<file path="config.mk">
export PLATFORM = sky130hd
export DESIGN_NAME = pipe_hazard_ctrl_flat
export DESIGN_NICKNAME = d
export VERILOG_FILES = /design/src/rtl/pipe_hazard_ctrl_if.sv /design/src/rtl/pipe_hazard_ctrl.sv /design/src/flat_wrapper.sv
export SDC_FILE = /design/constraint.sdc
export NUM_CORES = 1
export LEC_CHECK = 0
export CAP_MARGIN = 25
export CORE_MARGIN = 2
export CORE_UTILIZATION = 45
export CTS_BUF_LIST = sky130_fd_sc_hd__clkbuf_4
export CTS_CLUSTER_SIZE = 28
export DETAILED_ROUTE_END_ITERATION = 12
export DONT_BUFFER_PORTS = 1
export SYNTH_ARGS = -nofsm -noshare
export SYNTH_HDL_FRONTEND = slang
export SYNTH_SLANG_ARGS = --single-unit
export TNS_END_PERCENT = 20
</file>
<file path="constraint.sdc">
create_clock -name clk -period 4.68 [get_ports clk]
set_input_delay 0.468 -clock clk [delete_from_list [all_inputs] [get_ports clk]]
set_output_delay 0.468 -clock clk [all_outputs]
set_load 0.02 [all_outputs]
</file>
<file path="src/rtl/pipe_hazard_ctrl_if.sv">
// pipe_hazard_ctrl_if
//   Bundles the pipeline-facing signals of the hazard controller so the
//   stages, the PC unit and the memory controller connect to one port.
//   master : drives rdy, stall_req, flush_req, clr_cnt; observes the results
//   slave  : the controller; consumes requests, produces stall/bubble/flush,
//            busy and the two performance counters
interface pipe_hazard_ctrl_if #(
    parameter int NSTAGE = 6,
    parameter int CNT_W  = 32
);
    logic              rdy;
    logic [NSTAGE-1:0] stall_req;
    logic [NSTAGE-1:0] flush_req;
    logic              clr_cnt;
    logic [NSTAGE-1:0] stall;
    logic [NSTAGE-1:0] bubble;
    logic [NSTAGE-1:0] flush;
    logic              busy;
    logic [CNT_W-1:0]  stall_cnt;
    logic [CNT_W-1:0]  flush_cnt;

    modport master (
        output rdy, stall_req, flush_req, clr_cnt,
        input  stall, bubble, flush, busy, stall_cnt, flush_cnt
    );

    modport slave (
        input  rdy, stall_req, flush_req, clr_cnt,
        output stall, bubble, flush, busy, stall_cnt, flush_cnt
    );
endinterface

</file>
<file path="src/rtl/pipe_hazard_ctrl.sv">
// pipe_hazard_ctrl
//   Pipeline stall/flush controller. Stage 0 is the PC, stage NSTAGE-1 is
//   writeback; a higher index holds an older instruction.
//   - Stall priority: the oldest stalled stage holds itself and everything
//     younger, and the stage just above it emits a bubble.
//   - Flushes come from the oldest redirecting stage. If that stage is itself
//     held, the flush waits (PEND) until it can move; once taken, the flush
//     vector is held for FLUSH_CYCLES cycles (FLUSH).
//   - Saturating counters for stalled cycles and taken flushes.
// Ports:
//   clk  : rising-edge clock
//   rst  : asynchronous reset, active low
//   bus  : pipe_hazard_ctrl_if.slave (rdy, stall_req, flush_req, clr_cnt in;
//          stall, bubble, flush, busy, stall_cnt, flush_cnt out)
module pipe_hazard_ctrl #(
    parameter int NSTAGE       = 6,
    parameter int FLUSH_CYCLES = 1,
    parameter int CNT_W        = 32
) (
    input  logic             clk,
    input  logic             rst,
    pipe_hazard_ctrl_if.slave bus
);
    localparam int IW = (NSTAGE > 1) ? $clog2(NSTAGE) : 1;

    typedef enum logic [1:0] {IDLE, PEND, FLUSH} state_t;

    state_t            state;
    logic [IW-1:0]     pend_k;
    logic [3:0]        fcnt;
    logic [NSTAGE-1:0] flush_q;
    logic              busy_q;
    logic [CNT_W-1:0]  stall_cnt_q;
    logic [CNT_W-1:0]  flush_cnt_q;

    logic              any_stall;
    logic [IW-1:0]     h;
    logic              any_flush;
    logic [IW-1:0]     k;
    logic              new_req;
    logic [IW-1:0]     tgt_k;
    logic              tgt_blocked;
    logic              accept;
    logic [NSTAGE-1:0] prio_stall;
    logic [NSTAGE-1:0] prio_bubble;
    logic [NSTAGE-1:0] force_mask;
    logic [NSTAGE-1:0] stall_run;

    // Mask with every stage younger than idx set.
    function automatic logic [NSTAGE-1:0] below(input logic [IW-1:0] idx);
        logic [NSTAGE-1:0] m;
        m = '0;
        for (int i = 0; i < NSTAGE; i++) begin
            if (i < int'(idx)) m[i] = 1'b1;
        end
        return m;
    endfunction

    // Oldest stall request and oldest flush request; the loop runs upward so
    // the highest index wins.
    always_comb begin
        any_stall = 1'b0;
        h         = '0;
        any_flush = 1'b0;
        k         = '0;
        for (int s = 0; s < NSTAGE; s++) begin
            if (bus.stall_req[s]) begin
                any_stall = 1'b1;
                h         = IW'(s);
            end
            if (bus.flush_req[s]) begin
                any_flush = 1'b1;
                k         = IW'(s);
            end
        end
    end

    // A request only matters if it is older than the flush already tracked.
    // The flush target is blocked while the oldest stall sits at or above it,
    // because then the redirecting instruction itself cannot advance.
    always_comb begin
        new_req     = any_flush && ((state == IDLE) || (k > pend_k));
        tgt_k       = new_req ? k : pend_k;
        tgt_blocked = any_stall && (h >= tgt_k);
        case (state)
            IDLE:    accept = any_flush && !tgt_blocked;
            PEND:    accept = !tgt_blocked;
            default: accept = new_req && !tgt_blocked;
        endcase
    end

    // Priority stall/bubble, plus holding the wrong-path stages in the cycle a
    // flush is taken from IDLE or PEND so they do not advance before the kill.
    always_comb begin
        prio_stall  = '0;
        prio_bubble = '0;
        for (int i = 0; i < NSTAGE; i++) begin
            if (any_stall && (i <= int'(h)))     prio_stall[i]  = 1'b1;
            if (any_stall && (i == int'(h) + 1)) prio_bubble[i] = 1'b1;
        end
        force_mask = (accept && (state != FLUSH)) ? below(tgt_k) : '0;
        stall_run  = prio_stall | force_mask;
    end

    // Output gating: reset forces everything low, rdy=0 freezes the whole
    // pipe, and stages being killed never also emit a bubble.
    always_comb begin
        if (!rst) begin
            bus.stall  = '0;
            bus.bubble = '0;
            bus.flush  = '0;
        end else if (!bus.rdy) begin
            bus.stall  = '1;
            bus.bubble = '0;
            bus.flush  = '0;
        end else begin
            bus.stall  = stall_run;
            bus.bubble = prio_bubble & ~flush_q;
            bus.flush  = flush_q;
        end
        bus.busy      = busy_q;
        bus.stall_cnt = stall_cnt_q;
        bus.flush_cnt = flush_cnt_q;
    end

    // Flush sequencing FSM. flush_q and busy_q are registered alongside the
    // state so they change exactly when the state does.
    always_ff @(posedge clk or negedge rst) begin
        if (!rst) begin
            state   <= IDLE;
            pend_k  <= '0;
            fcnt    <= '0;
            flush_q <= '0;
            busy_q  <= 1'b0;
        end else if (bus.rdy) begin
            case (state)
                IDLE: begin
                    if (any_flush) begin
                        pend_k <= k;
                        busy_q <= 1'b1;
                        if (accept) begin
                            state   <= FLUSH;
                            fcnt    <= 4'(FLUSH_CYCLES);
                            flush_q <= below(k);
                        end else begin
                            state <= PEND;
                        end
                    end
                end
                PEND: begin
                    pend_k <= tgt_k;
                    if (accept) begin
                        state   <= FLUSH;
                        fcnt    <= 4'(FLUSH_CYCLES);
                        flush_q <= below(tgt_k);
                    end
                end
                default: begin
                    if (new_req) begin
                        pend_k <= k;
                        if (accept) begin
                            fcnt    <= 4'(FLUSH_CYCLES);
                            flush_q <= below(k);
                        end else begin
                            state   <= PEND;
                            flush_q <= '0;
                        end
                    end else if (fcnt == 4'd1) begin
                        state   <= IDLE;
                        flush_q <= '0;
                        busy_q  <= 1'b0;
                    end else begin
                        fcnt <= fcnt - 4'd1;
                    end
                end
            endcase
        end
    end

    // Saturating performance counters; clear wins over increment and nothing
    // moves while rdy is low.
    always_ff @(posedge clk or negedge rst) begin
        if (!rst) begin
            stall_cnt_q <= '0;
            flush_cnt_q <= '0;
        end else if (bus.rdy) begin
            if (bus.clr_cnt) begin
                stall_cnt_q <= '0;
                flush_cnt_q <= '0;
            end else begin
                if ((|stall_run) && (stall_cnt_q != '1)) stall_cnt_q <= stall_cnt_q + CNT_W'(1);
                if (accept && (flush_cnt_q != '1))       flush_cnt_q <= flush_cnt_q + CNT_W'(1);
            end
        end
    end
endmodule

</file>
<file path="src/flat_wrapper.sv">
// flat-port wrapper written by rule: the top's interface ports become plain ports
module pipe_hazard_ctrl_flat 
#(
    parameter int NSTAGE       = 6,
    parameter int FLUSH_CYCLES = 1,
    parameter int CNT_W        = 32
)
  (clk, rst, bus_rdy, bus_stall_req, bus_flush_req, bus_clr_cnt, bus_stall, bus_bubble, bus_flush, bus_busy, bus_stall_cnt, bus_flush_cnt);
  pipe_hazard_ctrl_if #(.NSTAGE(NSTAGE), .CNT_W(CNT_W)) bus_i ();
  input  logic clk;
  input  logic rst;
  input wire logic [$bits(bus_i.rdy)-1:0] bus_rdy;
  input wire logic [$bits(bus_i.stall_req)-1:0] bus_stall_req;
  input wire logic [$bits(bus_i.flush_req)-1:0] bus_flush_req;
  input wire logic [$bits(bus_i.clr_cnt)-1:0] bus_clr_cnt;
  output wire logic [$bits(bus_i.stall)-1:0] bus_stall;
  output wire logic [$bits(bus_i.bubble)-1:0] bus_bubble;
  output wire logic [$bits(bus_i.flush)-1:0] bus_flush;
  output wire logic [$bits(bus_i.busy)-1:0] bus_busy;
  output wire logic [$bits(bus_i.stall_cnt)-1:0] bus_stall_cnt;
  output wire logic [$bits(bus_i.flush_cnt)-1:0] bus_flush_cnt;
  assign bus_i.rdy = bus_rdy;
  assign bus_i.stall_req = bus_stall_req;
  assign bus_i.flush_req = bus_flush_req;
  assign bus_i.clr_cnt = bus_clr_cnt;
  assign bus_stall = bus_i.stall;
  assign bus_bubble = bus_i.bubble;
  assign bus_flush = bus_i.flush;
  assign bus_busy = bus_i.busy;
  assign bus_stall_cnt = bus_i.stall_cnt;
  assign bus_flush_cnt = bus_i.flush_cnt;
  pipe_hazard_ctrl #(.NSTAGE(NSTAGE), .FLUSH_CYCLES(FLUSH_CYCLES), .CNT_W(CNT_W)) u_core (.clk(clk), .rst(rst), .bus(bus_i));
endmodule
</file>
==> flow_results.org <==
** Route
- In the routed layout, each cell is associated on average with a via count of 6.56.
- After detailed routing, the average wire length per cell comes to 19.5 um.
- Wires add up to 15600 um.
- Routed Antenna Nets :: 0
- After detailed routing, the number of remaining DRC violations is 0.
- The first routing iteration left 377 violations.
- First-pass iteration count of the detailed router :: 5
- The routed layout has 5232 vias.

** Setup path
- Slowest Stage Delay on Critical Path :: 0.40 ns
- Startpoint of the lowest-slack register-to-register path :: u_core.pend_k[2]$_DFFE_PN0P_
- Arr. time, crit path :: 3.88 ns
- STA classifies the critical path startpoint as a flip-flop.
- Count of cells along the worst register-to-register path :: 16
- Top Family by Delay on Critical Path :: compound AO/OA/AOI/OAI gates
- Total buffers and inverters traversed by the critical path :: 2
- Setup slack of the worst register-to-register path :: 0.74 ns
- Worst Path Required :: 4.21 ns
- The critical path in this run is classified as reg2out.
- The slowest stage of the critical path belongs to the cell sky130_fd_sc_hd__dfrtp_1.
- Critical R2R Capture :: u_core.bus.flush_cnt[17]$_DFFE_PN0P_
- Critical-path maximum fanout :: 7
- Traced cell by cell, the critical path runs through inv_1 > ha_1 > and3b_1 > o21a_1 > o21ai_2 > nand2_1 > o21ai_0 > ha_1 > nand2b_1 > a21oi_2 > or2_2 > nand2_1 > a31oi_1 > o211ai_1 > a31oi_1 > buf_4.
- Kind of capture point of the worst setup path :: output port

** Timing
- Skew final :: 0.0160 ns
- The worst path in the final design needs a cycle of 4.34 ns, including I/O delays and setup.
- Number of setup violations in the final report :: 0
- Final hold violation count :: 0
- Normalized max-slew margin :: 30.3%
- The number of pins exceeding their max-slew limit in the final report came to 0.
- Setup repair after global routing missed its margin :: false
- Post-route setup TNS :: 0 ns
- Transition time of the tightest slew-check pin :: 1.04 ns
- Max Clock Freq :: 230 MHz
- Final hold analysis gives a worst-case slack of 0.0703 ns.
- Share of the cycle needed by the critical path after routing :: 92.8%

** CTS
- In this run the number of H-tree levels came out at 3.
- Library cell used as clock root buffer :: sky130_fd_sc_hd__clkbuf_4
- Clk buf depth :: 2
- Clock latency at the later pin of the worst-skew pair :: 0.47 ns
- Clock edge transition at the registers on the reported setup and hold paths :: 0.13 ns
- # Post-CTS Setup Buffers :: 0
- Counting every sink on the clock net gives 80.
- TritonCTS built the clock tree.
- Number of CTS-inserted buffers :: 9

** Global routing
- Global routing used 24.6% of the available tracks across all layers.
- Summed over all layers, the global routing overflow is 0.
- Entering global routing, the biggest net connects 81 pins.
- Global-route wire length before repair :: 25500 um
- Initial antenna violation count :: 0
- The number of global-route vias before repair was 4931.

** Final layout
- Final standard cell count with taps included and fillers excluded :: 797
- The post-route netlist has 10.8% of its cells at a drive strength greater than 1.
- Area Growth Syn to Fin :: 6.45%
- Core Util, Final :: 48.5%
- Number of diodes :: 0
- After routing the design area is 5780 um2.
- The final layout contains 672 nets.
- Most frequent cells in the layout :: 80 x sky130_fd_sc_hd__dfrtp_1, 77 x sky130_fd_sc_hd__nand2_1, 47 x sky130_fd_sc_hd__nor2_1
- Leaving out fill and tap cells, the most frequent cell in the layout is sky130_fd_sc_hd__dfrtp_1.

** Placement
- Total instance count after detailed placement :: 781
- During placement, the flow inserted port buffers numbering 0.
- In this run the cell area measured after placement is 5610 um2.
- RD Place Congestion :: 0.927
- After legalization and detailed placement, the total HPWL measured 10600 um.

** Min path
- Along the worst hold path, the cell count comes to 1.
- Worst min-delay path category :: in2reg
- In this run the most critical hold path is launched from bus_clr_cnt.
- Endpoint of the worst hold path :: u_core.bus.flush_cnt[1]$_DFFE_PN0P_

** Synthesis
- When the netlist entered floorplanning its net count stood at 678.
- For this run, the leading register cell type out of synthesis is sky130_fd_sc_hd__dfrtp_1.
- The synthesized design contains 80 register bits.
- Averaged over all synthesized cells, the footprint is 8.32 um2.
- Post-synthesis instance area :: 5430 um2
- Synthesis instantiated 70 different standard cells from the library.
- After synthesis, the share of flip-flops with an asynchronous set or reset is 100%.
- Seq/Total Area, Yosys :: 36.9%
- Synthesis handed over a netlist of 653 instances.
- Count of flip-flops with a built-in enable after synthesis :: 0
- Warnings, synthesis :: 0

** Floorplan
- Die Area :: 13000 um2
- During I/O placement, the number of pins put on the boundary was 99.
- Die Ht :: 114 um
- Number of cell rows :: 40
- In this run the horizontal extent of the chip is 114 um.
- Core region area :: 11900 um2
- Effective utilization at floorplan :: 45.6%

** Pwr
- Share of total power in combinational logic :: 44.0%
- Worst IR drop on VDD :: 0.000238 V
- The internal power of the cells totals 1.34 mW.
- Cell area power density :: 427 nW/um2
- Of the total power, registers draw 38.8%.
- Clock power share :: 17.2%
- In this run switching power makes up 45.6% of total power.
- In this run the static leakage power is 2.42 nW.
- Net switching power figure :: 1.13 mW

** Flow run
- Across the run, the number of max-cap violations was 0.

** Run status
- The run finished with clean final reports.
state kept, by name (all words and copies together), names as in the netlist:
signal / cells
u_core.bus.busy: 1
u_core.flush_q: 6
u_core.pend_k: 3
u_core.bus.stall_cnt: 32
u_core.fcnt: 4
u_core.state: 2
u_core.bus.flush_cnt: 32
timing repair:
item	in CTS	in global routing
gates resized for setup	0	3
endpoints found under the hold margin	80	0
endpoints found under the setup margin	0	2
hold buffers	2	0
kinds of logic after synthesis:
logic type	Yosys count	share of synthesized area, %
XOR/XNOR	2	0.323
flip-flops	80	36.9
AND/OR/NAND/NOR	298	29.0
adder cells (fa/ha/maj)	10	2.26
other	1	0.0690
AO/OA/AOI/OAI	191	24.9
multiplexers	10	2.00
buffers and inverters	61	4.68
metal layers:
layer | global-route usage (%) | vias up | wire, um
li1 | - | 2480 | -
met1 | 33.5 | 2550 | 7200
met4 | 8.29 | 0 | 225
met2 | 39.2 | 184 | 7190
met3 | 4.94 | 18 | 964
met5 | 0 | - | 0
synth_stat cells, drive strengths merged, types with 9 or more instances:
| master | instances | area, um2 |
|---|---|---|
| dfrtp | 80 | 2000 |
| nor3 | 16 | 80.1 |
| nand2 | 77 | 289 |
| nor2 | 47 | 176 |
| or4 | 26 | 199 |
| a31oi | 12 | 75.1 |
| nand4 | 18 | 113 |
| o211ai | 24 | 180 |
| nand3 | 39 | 195 |
| a21oi | 42 | 225 |
| inv | 23 | 86.3 |
| and4 | 10 | 87.6 |
| o311ai | 13 | 114 |
| buf | 15 | 81.3 |
| o31ai | 11 | 82.6 |
| o21ai | 31 | 159 |
| ha | 9 | 113 |
| clkbuf | 22 | 82.6 |
| and3 | 26 | 163 |
worst max path at each step:
stage	startpoint	endpoint	depth (start not counted)
floorplan	bus_flush_req[4]	bus_stall[5]	16
finish	u_core.pend_k[2]$_DFFE_PN0P_	bus_stall[1]	16
global placement	bus_flush_req[4]	u_core.bus.flush_cnt[5]$_DFFE_PN0P_	16
CTS	u_core.pend_k[2]$_DFFE_PN0P_	bus_stall[1]	16
global route	u_core.pend_k[2]$_DFFE_PN0P_	bus_stall[1]	16
detailed placement	bus_flush_req[4]	u_core.bus.flush_cnt[17]$_DFFE_PN0P_	16
worst register-to-register path, stage by stage (launching register included):
cell	delay, ns
sky130_fd_sc_hd__dfrtp_1	0.40
sky130_fd_sc_hd__inv_1	0.21
sky130_fd_sc_hd__ha_1	0.31
sky130_fd_sc_hd__and3b_1	0.23
sky130_fd_sc_hd__o21a_1	0.22
sky130_fd_sc_hd__o21ai_2	0.20
sky130_fd_sc_hd__nand2_1	0.09
sky130_fd_sc_hd__o21ai_0	0.09
sky130_fd_sc_hd__ha_1	0.25
sky130_fd_sc_hd__nand2b_1	0.15
sky130_fd_sc_hd__a21oi_2	0.20
sky130_fd_sc_hd__nand2_1	0.15
sky130_fd_sc_hd__a21oi_1	0.28
sky130_fd_sc_hd__o21ai_2	0.20
sky130_fd_sc_hd__buf_16	0.22
sky130_fd_sc_hd__or3_1	0.34
sky130_fd_sc_hd__o311ai_0	0.29
layout make-up:
class                           instances  area, um2
Timing Repair Buffer                   20        193
Multi-Input combinational cell        512       3190
Clock inverter                          4       47.5
Tap cell                              147        184
Sequential cell                        80       2000
Clock buffer                           10       75.1
Fill cell                            1164       6130
Inverter                               24       90.1
power by group through the flow:
stage | sequential (mW) | combinational (mW) | clock, mW
after global placement | 0.968 | 0.958 | 0
after global routing | 0.978 | 1.19 | 0.457
after CTS | 0.957 | 1.06 | 0.431
after floorplan | 0.906 | 0.780 | 0
after detailed placement | 0.970 | 1.04 | 0
final | 0.957 | 1.09 | 0.425
stage by stage:
step                      total power, mW  setup WS (ns)
after CTS                            2.45          0.170
after global placement               1.93          0.319
after detailed placement             2.01          0.220
after global routing                 2.63         0.0441
after floorplan                      1.69          0.353
final                                2.47          0.337
Note: power is estimated with default switching activity, not from simulation.
